File: src/rtl/npc_pkg.sv
// Shared NPC types: operand-select encodings, ALU control codes and the
// issue-entry record carried from the operand-issue stage to the ALU.
package npc_pkg;

  // Datapath width the issue-entry struct is built for; alu_issue's XLEN must match.
  localparam int NPC_XLEN = 32;

  typedef enum logic {
    A_SEL_RS1 = 1'b0,
    A_SEL_PC  = 1'b1
  } a_sel_e;

  typedef enum logic [1:0] {
    B_SEL_RS2  = 2'b00,
    B_SEL_IMM  = 2'b01,
    B_SEL_FOUR = 2'b10,
    B_SEL_ZERO = 2'b11
  } b_sel_e;

  localparam logic [3:0] ALU_CTR_ADD  = 4'b0000;
  localparam logic [3:0] ALU_CTR_SLL  = 4'b0001;
  localparam logic [3:0] ALU_CTR_SLT  = 4'b0010;
  localparam logic [3:0] ALU_CTR_SLTU = 4'b0011;
  localparam logic [3:0] ALU_CTR_XOR  = 4'b0100;
  localparam logic [3:0] ALU_CTR_SRL  = 4'b0101;
  localparam logic [3:0] ALU_CTR_OR   = 4'b0110;
  localparam logic [3:0] ALU_CTR_AND  = 4'b0111;
  localparam logic [3:0] ALU_CTR_SUB  = 4'b1000;
  localparam logic [3:0] ALU_CTR_SRA  = 4'b1101;
  localparam logic [3:0] ALU_CTR_B    = 4'b1111;

  // Occupancy of the two-entry skid buffer, encoded as {main_valid, skid_valid}.
  typedef enum logic [1:0] {
    OCC_EMPTY = 2'b00,
    OCC_ONE   = 2'b10,
    OCC_FULL  = 2'b11
  } occ_e;

  typedef struct packed {
    logic [NPC_XLEN-1:0] a;
    logic [NPC_XLEN-1:0] b;
    logic [3:0]          ctr;
    logic [4:0]          rd;
    logic                rf_wen;
  } issue_entry_t;

endpackage

File: src/rtl/alu_opnd_sel.sv
// Combinational ALU operand mux with optional writeback forwarding.
// Forwarding is compiled in with `define NPC_ALU_FWD_EN.
module alu_opnd_sel
  import npc_pkg::*;
#(
  parameter int XLEN = 32
) (
  input  logic [XLEN-1:0] rs1_data,
  input  logic [XLEN-1:0] rs2_data,
  input  logic [XLEN-1:0] pc,
  input  logic [XLEN-1:0] imm,
  input  logic            a_sel,
  input  logic [1:0]      b_sel,
  input  logic [4:0]      rs1_idx,
  input  logic [4:0]      rs2_idx,
  input  logic            wb_valid,
  input  logic [4:0]      wb_rd,
  input  logic [XLEN-1:0] wb_data,
  output logic [XLEN-1:0] a,
  output logic [XLEN-1:0] b
);

  logic [XLEN-1:0] rs1_val;
  logic [XLEN-1:0] rs2_val;

`ifdef NPC_ALU_FWD_EN
  // x0 is hardwired to zero, so a writeback tagged rd=0 must never win.
  assign rs1_val = (wb_valid && wb_rd == rs1_idx && rs1_idx != 5'd0) ? wb_data : rs1_data;
  assign rs2_val = (wb_valid && wb_rd == rs2_idx && rs2_idx != 5'd0) ? wb_data : rs2_data;
`else
  assign rs1_val = rs1_data;
  assign rs2_val = rs2_data;

  logic unused_fwd;
  assign unused_fwd = ^{rs1_idx, rs2_idx, wb_valid, wb_rd, wb_data};
`endif

  always_comb begin
    // NOTE: every output of a combinational block gets a default first so no path infers a latch.
    a = rs1_val;
    b = '0;
    if (a_sel_e'(a_sel) == A_SEL_PC) a = pc;
    case (b_sel_e'(b_sel))
      B_SEL_RS2:  b = rs2_val;
      B_SEL_IMM:  b = imm;
      B_SEL_FOUR: b = XLEN'(4);
      B_SEL_ZERO: b = '0;
      default:    b = '0;
    endcase
  end

endmodule

File: src/rtl/alu_issue.sv
// Operand-issue stage ahead of the ALU: operand select at capture, 2-entry skid
// buffer, registered in_ready. Optional forwarding: `define NPC_ALU_FWD_EN.
module alu_issue
  import npc_pkg::*;
#(
  parameter int XLEN = NPC_XLEN
) (
  input  logic            clk,
  input  logic            rst_n,
  input  logic            in_valid,
  output logic            in_ready,
  input  logic [XLEN-1:0] in_rs1_data,
  input  logic [XLEN-1:0] in_rs2_data,
  input  logic [XLEN-1:0] in_pc,
  input  logic [XLEN-1:0] in_imm,
  input  logic            in_a_sel,
  input  logic [1:0]      in_b_sel,
  input  logic [3:0]      in_alu_ctr,
  input  logic [4:0]      in_rd,
  input  logic            in_rf_wen,
  input  logic [4:0]      in_rs1_idx,
  input  logic [4:0]      in_rs2_idx,
  input  logic            wb_valid,
  input  logic [4:0]      wb_rd,
  input  logic [XLEN-1:0] wb_data,
  output logic            out_valid,
  input  logic            out_ready,
  output logic [XLEN-1:0] alu_a,
  output logic [XLEN-1:0] alu_b,
  output logic [3:0]      alu_ctr,
  output logic [4:0]      out_rd,
  output logic            out_rf_wen
);

  logic [XLEN-1:0] sel_a;
  logic [XLEN-1:0] sel_b;
  issue_entry_t    cap_entry;
  issue_entry_t    main_q;
  issue_entry_t    skid_q;
  logic            main_valid;
  logic            skid_valid;
  logic            do_in;
  logic            do_out;

  alu_opnd_sel #(.XLEN(XLEN)) u_opnd_sel (
    .rs1_data (in_rs1_data),
    .rs2_data (in_rs2_data),
    .pc       (in_pc),
    .imm      (in_imm),
    .a_sel    (in_a_sel),
    .b_sel    (in_b_sel),
    .rs1_idx  (in_rs1_idx),
    .rs2_idx  (in_rs2_idx),
    .wb_valid (wb_valid),
    .wb_rd    (wb_rd),
    .wb_data  (wb_data),
    .a        (sel_a),
    .b        (sel_b)
  );

  // Entries store the already-selected operands, never the raw fields.
  assign cap_entry = '{a: sel_a, b: sel_b, ctr: in_alu_ctr, rd: in_rd, rf_wen: in_rf_wen};

  assign do_in  = in_valid && in_ready;
  assign do_out = main_valid && out_ready;

  // NOTE: state registers use non-blocking assignments so every flop samples pre-edge values.
  always_ff @(posedge clk or negedge rst_n) begin
    if (!rst_n) begin
      // NOTE: payload registers are reset too because they drive the outputs directly.
      main_q     <= '0;
      skid_q     <= '0;
      main_valid <= 1'b0;
      skid_valid <= 1'b0;
      in_ready   <= 1'b1;
    end else begin
      case (occ_e'({main_valid, skid_valid}))
        OCC_EMPTY: begin
          if (do_in) begin
            main_q     <= cap_entry;
            main_valid <= 1'b1;
          end
        end
        OCC_ONE: begin
          if (do_in && !do_out) begin
            skid_q     <= cap_entry;
            skid_valid <= 1'b1;
            in_ready   <= 1'b0;
          end else if (!do_in && do_out) begin
            main_valid <= 1'b0;
          end else if (do_in && do_out) begin
            main_q <= cap_entry;
          end
        end
        OCC_FULL: begin
          if (do_out) begin
            main_q     <= skid_q;
            skid_valid <= 1'b0;
            in_ready   <= 1'b1;
          end
        end
        default: begin
          // Skid-only is unreachable; fall back to empty rather than emit a bubble entry.
          main_valid <= 1'b0;
          skid_valid <= 1'b0;
          in_ready   <= 1'b1;
        end
      endcase
    end
  end

  assign out_valid  = main_valid;
  assign alu_a      = main_q.a;
  assign alu_b      = main_q.b;
  assign alu_ctr    = main_q.ctr;
  assign out_rd     = main_q.rd;
  assign out_rf_wen = main_q.rf_wen;

endmodule

File: config.mk
export PLATFORM = sky130hd
export DESIGN_NAME = alu_issue
export DESIGN_NICKNAME = d
export VERILOG_FILES = /design/src/rtl/npc_pkg.sv /design/src/rtl/alu_opnd_sel.sv /design/src/rtl/alu_issue.sv
export SDC_FILE = /design/constraint.sdc
export NUM_CORES = 1
export LEC_CHECK = 0
export BUFFER_PORTS_ARGS = -buffer_cell sky130_fd_sc_hd__buf_2
export CELL_PAD_IN_SITES_DETAIL_PLACEMENT = 1
export CELL_PAD_IN_SITES_GLOBAL_PLACEMENT = 1
export CORE_ASPECT_RATIO = 1.75
export CORE_MARGIN = 2
export CORE_UTILIZATION = 39
export DETAILED_ROUTE_END_ITERATION = 6
export PLACE_DENSITY_LB_ADDON = 0.1
export SLEW_MARGIN = 20
export SYNTH_ARGS = -nofsm -noshare
export SYNTH_HDL_FRONTEND = slang
export SYNTH_SLANG_ARGS = --single-unit
File: constraint.sdc
create_clock -name clk -period 1.8 [get_ports clk]
set_input_delay 0.27 -clock clk [delete_from_list [all_inputs] [get_ports clk]]
set_output_delay 0.27 -clock clk [all_outputs]
set_load 0.03 [all_outputs]
* Word-level counts from Yosys, hierarchy flattened
Cells that the tools add are included.
** Word-level totals
- Bits in registers :: 151
- Bits of input ports :: 193
- Output and inout port bits :: 76
- Logic and storage cells :: 59
** Cells by class
- Eq/ne operators :: 12
- Mux-type cells :: 18
- Bitwise logic cells :: 2
- Reduce and logical (&&, ||, !) cells :: 14
** Operators with widths (count)
- 2-to-1 mux 74 bit :: 5
- one-hot mux 74 bit (3 select lines) :: 1
- one-hot mux 32 bit (4 select lines) :: 1
- 2-to-1 mux 32 bit :: 1
- inequality test 2 bit (second input constant) :: 7
- one-hot mux 1 bit (3 select lines) :: 3
- == test 2 bit (second input constant) :: 4
- 2-to-1 mux 1 bit :: 7
- AND reduction 6 bit :: 1
- logical AND 1 bit :: 5
- logical NOT 2 bit :: 2
- AND reduction 4 bit :: 1
- AND reduction 3 bit :: 1
- nonzero test 3 bit :: 1
- == test 2 x 1 -> 1 bit (second input constant) :: 1
- logical NOT 1 bit :: 2
- NOT 1 bit :: 2
- AND reduction 2 bit :: 1

* Longest topological paths before layout
Gate-level depths: netlist of the first run.
- Depth after elaboration :: 6
- Gate-level depth with buffers :: 6
- Mapped depth without buffers :: 3

* Hierarchy
Synthesis of the first run repeated with hierarchy kept, for this count alone.
** Unflattened totals
- Cell total of the unflattened synthesis :: 520
- Area, all modules :: 7857.5 um^2
** Modules (own cells, without submodules)
- alu_issue :: instances 1, cells an instance 411, area each 6799.0 um^2, seq. area each 3779.9 um^2
- alu_opnd_sel :: instances 1, cells an instance 109, area each 1058.5 um^2, seq. area each 0.0 um^2

* Worst setup path after synthesis of the first run
No wires, ideal clock.
- Path kind :: reg2reg
- From :: register in_ready
- To :: register main_q, in the netlist alu_a[22]
- Setup time :: 0.128 ns
- Arrival time :: 1.625 ns
- Required time :: 1.672 ns
- Setup slack :: 0.047 ns
- Stages on the path, launching flop included :: 6
- Period minus slack after synthesis :: 1.753 ns
- Cells stage by stage :: dfstp_2 a21oi_1 nor3_2 buf_6 buf_6 mux2_1
** Between the ends
- Longest elaborated chain between the ends :: 5
** RTL lines
- start, declared :: RTL line alu_issue.sv:11 : output logic in_ready,
- start signal, assigned :: RTL line alu_issue.sv:75 : in_ready <= 1'b1;
- start signal, assigned :: RTL line alu_issue.sv:88 : in_ready <= 1'b0;
- start signal, assigned :: RTL line alu_issue.sv:99 : in_ready <= 1'b1;
- logical AND 1 bit * :: RTL line alu_issue.sv:64 : assign do_in = in_valid && in_ready;
- logical NOT 1 bit :: RTL line alu_issue.sv:89 : end else if (!do_in && do_out) begin
- logical AND 1 bit :: RTL line alu_issue.sv:89
- inequality test 2 bit (no source line)
- AND reduction 6 bit (no source line) *
- end signal, assigned :: RTL line alu_issue.sv:80 : main_q <= cap_entry;
- end signal, assigned :: RTL line alu_issue.sv:92 : main_q <= cap_entry;
- end signal, assigned :: RTL line alu_issue.sv:97 : main_q <= skid_q;
- end, declared :: RTL line alu_issue.sv:38 : issue_entry_t main_q;
Mark *: on every way between the ends. The rest lies on a longest branch, timed or not.
A chain may end at the register's enable or synchronous reset.

* Worst setup path in the final report of the first run
- From :: register in_ready
- To :: register skid_q[57] (netlist bit)
** Between the ends
- Longest elaborated chain between the ends :: 3
** RTL lines
- logical AND 1 bit :: RTL line alu_issue.sv:64
- logical AND 1 bit :: RTL line alu_issue.sv:85 : if (do_in && !do_out) begin
- AND reduction 2 bit (no source line)
- end signal, assigned :: RTL line alu_issue.sv:86 : skid_q <= cap_entry;
- end, declared :: RTL line alu_issue.sv:39 : issue_entry_t skid_q;
Every way passes these cells.

==> metrics.md, run 1 <==
| Metric | Value |
|---|---|
| Clock transition at the registers of the reported paths | approximately 60 ps |
| Post-synthesis sequential area ratio | 0.506 |
| Initial antenna violation count | 0 |
| Clock Sinks | 151 |
| Clk_lat worst skew | 420 ps |
| Internal power | 9330 uW |
| Worst reg2reg path depth | 5 |
| Post-synth ARST share | 1.00 |
| Final Max Tran Viols | 0 |
| Global-route wire length before repair | 31300 um |
| Pre-Repair DR Iteration Count | 4 |
| Largest net degree at the start of global routing | 44 |
| Clock skew | 8.18 ps |
| Final critical-path required period | 1730 ps |
| Synth Cell Area | approximately 7500 um2 |
| Rows | 67 |
| Routed met2 length | 10800 um |
| Post-synth EDFFs | 0 |
| Detail Placement HPWL | ~14000 um |
| RePlAce Congestion | 0.737 |
| Net Count, Synth | 780 |
| Total GRT Usage | 0.200 |
| Seq cells post-synth | 151 |
| Antenna-violating nets left | 0 |
| Leakage | 0.00459 uW |
| WP data arrival | 2030 ps |
| WL met3 | 1160 um |
| Final Non-Filler Cells | 1064 |
| Final net count | 1004 |
| Most area-consuming cells after synthesis | dfrtp_1 (50%), mux2_2 (16%), mux2i_1 (14%) |
| Seq pwr share | 0.400 |
| Top cell type's share of synthesized area | 0.502 |
| Die area | 20300 um2 |
| Synth area leader | dfrtp_1 |
| Synth-to-layout area growth | 28.7% |
| Reg2reg setup slack | slightly above 70 ps |
| Met1 wire length | 7170 um |
| Grt ovf | 0 |
| Final setup violation count | 0 |
| Critical path startpoint category | register |
| Core area | 18900 um2 |
| N_diodes | 0 |
| Worst vdd ir | between 0.0008 and 0.0009 V |
| CTS tree | done |
| Top sig layer | met4 |
| Max Clk Rate | 579 MHz |
| Ys Warns | 0 |
| Rel. slew slack | 0.717 |
| Crit end category | register |
| Post-synth top flop | dfrtp_1 |
| Crit share post-route | 0.960 |
| Worst Setup SP | in_ready |
| # Max-Cap Violations | 0 |
| Detailed Route WL | 19500 um |
| Worst R2R Start | in_ready |
| Switch Pwr | 5210 uW |
| Mapped Avg Cell Area | roughly 13 um2 |
| WL/cell | 18.3 um |
| Status | finished, final reports clean |
| DR vias | 5505 |
| Final hold violation count | 0 |
| Worst-margin pin slew | approximately 410 ps |
| Dpl cells | 1027 |
| Drc violations | 0 |
| Comb pwr share | 0.348 |
| Setup tns final | 0 ps |
| H-tree Lvls | 4 |
| Clk Tree Root Cell | clkbuf_16 |
| Starting Density | 0.395 |
| Count of input and output buffers | 220 |
| Longest Clk Path Bufs | 2 |
| Number of buffers created by CTS | 17 |
| Post-Syn Instances | about 590 |
| Cells on Worst Hold Path | 2 |
| Critical Path RT | 2100 ps |
| Worst Path Class, Setup | reg2reg |
| Clock power share | 0.252 |
| Type of the worst min-delay path | in2reg |
| P per Cell Area | 1510 nW/um2 |
| Vias per cell | 5.17 |
| Vias in the first global route | 6261 |
| Worst Path Max Fanout | 35 |
| Die H | about 190 um |
| Die width | ~110 um |
| 1st-iter DRT viols | between 100 and 150 |
| Worst hold path startpoint | in_rd[3] |
| Layout cells sized above 1 | 0.486 |
| Netlist cell types | 29 |
| IO Count | around 270 |
| Switching part of the total | 0.359 |
area by class of cell:
class	count	area, um2
tap	241	302
multi-input combinational	357	3270
clock buffer	23	488
inverter	34	128
sequential	151	3780
fill	2085	9330
clock inverter	8	120
timing repair buffer	250	1530
critical path: stages (launching register included):
cell and delay (ps):
dfstp_2 570, nand2_1 110, nor3_4 140, buf_4 170
buf_12 240, mux2_2 370
Yosys cell counts, types with 9 or more instances:
library cell / number
o21ai_0: 13
a21oi_1: 13
inv_1: 34
nand3_1: 10
clkbuf_1: 9
nor2_1: 33
buf_2: 14
dfrtp_1: 150
mux2_1: 10
mux2i_1: 105
a31oi_1: 10
buf_6: 13
mux2_2: 109
o2bb2ai_1: 31
per-stage QoR:
step | worst slack (ps) | instance area, um2 | utilization | hold WS, ps | total power, uW
6_report | 71.5 | 9620 | 0.508 | 98.8 | 14500
5_1_grt | -32.4 | 9620 | 0.508 | 83.4 | 15400
4_1_cts | 3.40 | 9560 | 0.505 | 79.9 | 14800
3_5_place_dp | -1.72 | 8940 | 0.472 | 213 | 11000
3_3_place_gp | 36.1 | 8940 | 0.472 | 206 | 10700
2_1_floorplan | 47.2 | 7480 | - | -25.6 | 9160
repair_timing:
action / in CTS / in global routing
buffers inserted: 0 / 4
hold buffers: 1 / 0
gates cloned: 0 / 1
pin swaps: 0 / 2
hold endpoints to repair: 34 / 0
endpoints found under the setup margin: 1 / 110
resized for setup: 1 / 0
per-layer routing:
metal / up-vias / GRT usage
met5: - / 0
met4: 0 / 0.0695
met3: 21 / 0.0547
met2: 156 / 0.376
met1: 2796 / 0.207
li1: 2532 / -
state kept, by name, summed over array words and instances (netlist names):
register,count
alu_a,32
alu_ctr,4
skid_valid,1
out_rf_wen,1
alu_b,32
skid_q,74
in_ready,1
out_rd,5
out_valid,1
cell usage in the layout, fill, tap and decap left out:
| cell type | count |
|---|---|
| buf_2 | 219 |
| dfrtp_1 | 149 |
| mux2_2 | 109 |
| mux2i_1 | 105 |
| inv_1 | 34 |
| nor2_1 | 33 |
| o2bb2ai_1 | 31 |
| clkbuf_16 | 18 |
| buf_12 | 14 |
| buf_4 | 14 |
| a21oi_1 | 13 |
| o21ai_0 | 13 |
| mux2_1 | 10 |
| a31oi_1 | 10 |
| nand3_1 | 10 |
| mux2_4 | 8 |
| clkbuf_8 | 4 |
| nand2b_1 | 3 |
| clkinv_2 | 3 |
| bufinv_16 | 3 |
| a21o_1 | 2 |
| nor3_4 | 2 |
| clkinvlp_4 | 2 |
| clkbuf_1 | 2 |
| and2_4 | 1 |
| and2b_1 | 1 |
| nor2b_1 | 1 |
| nor3_1 | 1 |
| a211o_1 | 1 |
| a2111oi_0 | 1 |
| a2bb2oi_1 | 1 |
| nand2_1 | 1 |
| dlygate4sd3_1 | 1 |
| dfstp_2 | 1 |
| buf_6 | 1 |
| dfrtp_2 | 1 |
power by group through the flow:
| stage | logic [uW] | registers [uW] | clock network [uW] |
|---|---|---|---|
| 6_report | 5050 | 5820 | 3670 |
| 5_1_grt | 5470 | 6050 | 3890 |
| 4_1_cts | 5150 | 5850 | 3770 |
| 3_5_place_dp | 5120 | 5890 | 0 |
| 3_3_place_gp | 4960 | 5770 | 0 |
| 2_1_floorplan | 1940 | 7220 | 0 |
logic make-up (layout without fill, tap and decap cells):
family | count (synthesis) | count (layout) | synth area share
multiplexers | 232 | 232 | 0.336
flip-flops | 151 | 151 | 0.506
buffers and inverters | 79 | 315 | 0.0586
AO/OA/AOI/OAI | 72 | 72 | 0.0676
AND/OR/NAND/NOR | 53 | 53 | 0.0323
worst paths after layout:
path	to
setup / recovery	skid_q[57]
hold / removal	skid_q[4]
setup reg to reg	skid_q[57]
hold reg to reg	alu_b[8]
max in group asynchronous	alu_a[9]
min in group asynchronous	alu_b[24]
Power figures use the tool's default switching activity.
==> run 2: changes to the inputs <==
BUFFER_PORTS_ARGS = default   (was -buffer_cell sky130_fd_sc_hd__buf_2)
CORE_UTILIZATION = 49   (was 39)
DONT_BUFFER_PORTS = 1   (was default)
clock period = 1.79 ns   (was 1.8 ns; I/O delays follow)
==> run 2 against run 1 <==
The flow now finishes with violations (negative hold slack); combinational power down 51%; count of clock-buffer cells in the layout is 3 lower; die area decreased by 20%; sequential power up 30%; critical path depth did not move; routed wire length fell by 7.3%; fmax grew 1.6%; first-iteration DRC count is 30% higher; via count is 15% lower; sequential share of layout area rose by 5.2 points; flip-flop and latch count unchanged; largest cell class unchanged.
==> metrics.md, run 2 (synthesis results as in run 1) <==
| Metric | Value |
|---|---|
| Starting Density | 0.501 (+0.107) |
| Longest Clk Path Bufs | 2 (unchanged) |
| WP data arrival | 2000 ps (-30 ps) |
| Grt met1 use | 0.247 (+0.0400) |
| Worst Setup SP | out_valid |
| Vias per cell | 5.89 (+14%) |
| Critical path startpoint category | register |
| 1st-iter DRT viols | 158 (+30%) |
| Core area | 14900 um2 (-21%) |
| Pre-Repair DR Iteration Count | 4 (unchanged) |
| Dpl cells | 744 (-28%) |
| Worst R2R Start | out_valid |
| DR vias | 4682 (-15%) |
| Final setup violation count | 0 (unchanged) |
| Clk Tree Root Cell | clkbuf_16 |
| Final Max Tran Viols | 0 (unchanged) |
| P per Cell Area | 1600 nW/um2 (+6.0%) |
| Total GRT Usage | 0.220 (+0.0195) |
| Max reg flops | 74 (unchanged) |
| Failing checks | negative hold slack |
| Rel. slew slack | 0.720 (+0.00337) |
| Clock transition at the registers of the reported paths | 70 ps (about the same) |
| Commonest non-fill, non-tap cell in the layout | dfrtp_1 |
| Setup tns final | 0 ps (unchanged) |
| Worst Path Class, Setup | reg2reg |
| Worst Path Max Fanout | 16 (-54%) |
| Filler instances | 1486 (-29%) |
| Clock skew | 13.7 ps (+5.56 ps) |
| H-tree Lvls | 4 (unchanged) |
| GRT met2 Usage | 0.402 (+0.0257) |
| Largest net degree at the start of global routing | 152 (+250%) |
| Type of the worst min-delay path | in2async |
| Gr busiest metal | met2 |
| IO Count | 269 (unchanged) |
| Clock Sinks | 151 (unchanged) |
| Detail Placement HPWL | 11800 um (-15%) |
| WL/cell | 22.7 um (+24%) |
| Crit share post-route | 0.950 (-0.00982) |
| Worst reg2reg path depth | 5 (unchanged) |
| Die H | 167 um (-11%) |
| Worst-margin pin slew | 420 ps (+5.64 ps) |
| RePlAce Congestion | 0.724 (-1.7%) |
| Initial antenna violation count | 0 (unchanged) |
| Crit end category | register |
| Rows | 59 (-12%) |
| Register name with the most flops | skid_q |
| Grt ovf | 0 (unchanged) |
| Status | finished, violations left |
| Count of input and output buffers | 0 (-100%) |
| Fin Hold WS | -454 ps (-553 ps) |
| CTS Hold Bufs | 10 (+9) |
| Final net count | 792 (-21%) |
| Number of buffers created by CTS | 17 (unchanged) |
| Layout cells sized above 1 | 0.297 (-0.189) |
| Die area | 16300 um2 (-20%) |
| Antenna-violating nets left | 0 (unchanged) |
| Reg2reg setup slack | 90 ps (+20 ps) |
| Final Non-Filler Cells | 795 (-25%) |
| Clk_lat worst skew | 410 ps (about the same) |
| Die width | 97.4 um (-10%) |
| Global-route wire length before repair | 28700 um (-8.2%) |
| Met3 usage | 0.0559 (+0.00122) |
| Unrepaired setup endpoints after global routing | no |
| N_diodes | 0 (unchanged) |
| # Max-Cap Violations | 0 (unchanged) |
| Max Clk Rate | 588 MHz (+1.6%) |
| Vias in the first global route | 5270 (-16%) |
| Worst vdd ir | 0.000832 V (+0.12%) |
| Final hold violation count | 151 (+151) |
| Drc violations | 0 (unchanged) |
| CTS tree | done |
| Leakage | 0.00371 uW (-19%) |
| Final critical-path required period | 1700 ps (-27.2 ps) |
| Synth-to-layout area growth | 13.7% |
| Worst r2r dst | alu_b[14] |
| Detailed Route WL | 18100 um (-7.3%) |
| Commonest cells after routing, fill and taps aside | dfrtp_1 (149), mux2_2 (109), mux2i_1 (105) |
| Critical Path RT | 2090 ps (about the same) |
-- run 2: changes by cell type in the layout (fill, tap and decap cells not counted), moves of 2 or more --
cell / delta
dlygate4sd3_1: +9
buf_2: -219
buf_16: +2
inv_6: +3
clkinv_2: -2
clkbuf_8: -2
clkbuf_16: +2
clkinvlp_4: +2
buf_12: -8
-- run 2: timing repair --
action	in CTS	in global routing
hold endpoints to repair	161	151
setup endpoints to repair	3	65
gates resized for setup	2	5
setup buffers	2	3
gates cloned	1	3
pin swaps	1	2
-- run 2: worst max path at each step --
stage	cells past startpoint	slack (ps)	end
floorplan	5	40	alu_a[22]
global placement	4	40	skid_q[55]
detailed placement	5	-30	alu_a[18]
CTS	4	7	skid_q[19]
global route	5	20	alu_b[14]
finish	5	90	alu_b[14]
-- run 2: final cells by class --
type                       instances  area [um2]  share of cell area
clock inverter                    12         141              0.0166
multi-input combinational        357        3280               0.385
timing repair buffer              38         489              0.0576
inverter                          34         128              0.0150
clock buffer                      20         457              0.0537
tap                              183         229              0.0269
sequential                       151        3780               0.445
-- run 2: report_power, final --
| part | total, uW | internal, uW | switching, uW | leakage [uW] |
|---|---|---|---|---|
| Sequential | 7560 | 4970 | 2600 | 0.00186 |
| Combinational | 2460 | 1470 | 993 | 0.00157 |
| Clock | 3600 | 2150 | 1450 | 0.000282 |
| Total | 13600 | 8590 | 5040 | 0.00371 |
-- run 2: through the flow --
stage | utilization | setup slack, ps | cell area [um2] | total power [uW]
floorplan | - | 37.2 | 7480 | 9210
global placement | 0.511 | 43.2 | 7630 | 9720
detailed placement | 0.511 | -33.7 | 7630 | 10000
CTS | 0.561 | 6.59 | 8370 | 13700
global route | 0.570 | 24.2 | 8500 | 14300
finish | 0.570 | 88.6 | 8500 | 13600
-- run 2: metal layers --
layer / part of all wire / vias to the layer above / routed length, um
met2: 0.56 / 146 / 10000
met1: 0.37 / 2411 / 6710
met3: 0.059 / 19 / 1070
li1: - / 2106 / -
met4: 0.013 / 0 / 242
met5: 0 / - / 0
-- run 2: critical path, stage by stage (launching register included) --
cell,delay (ps)
dfrtp_2,450
and2b_1,230
nor3_4,220
buf_6,170
buf_16,170
mux2_2,360
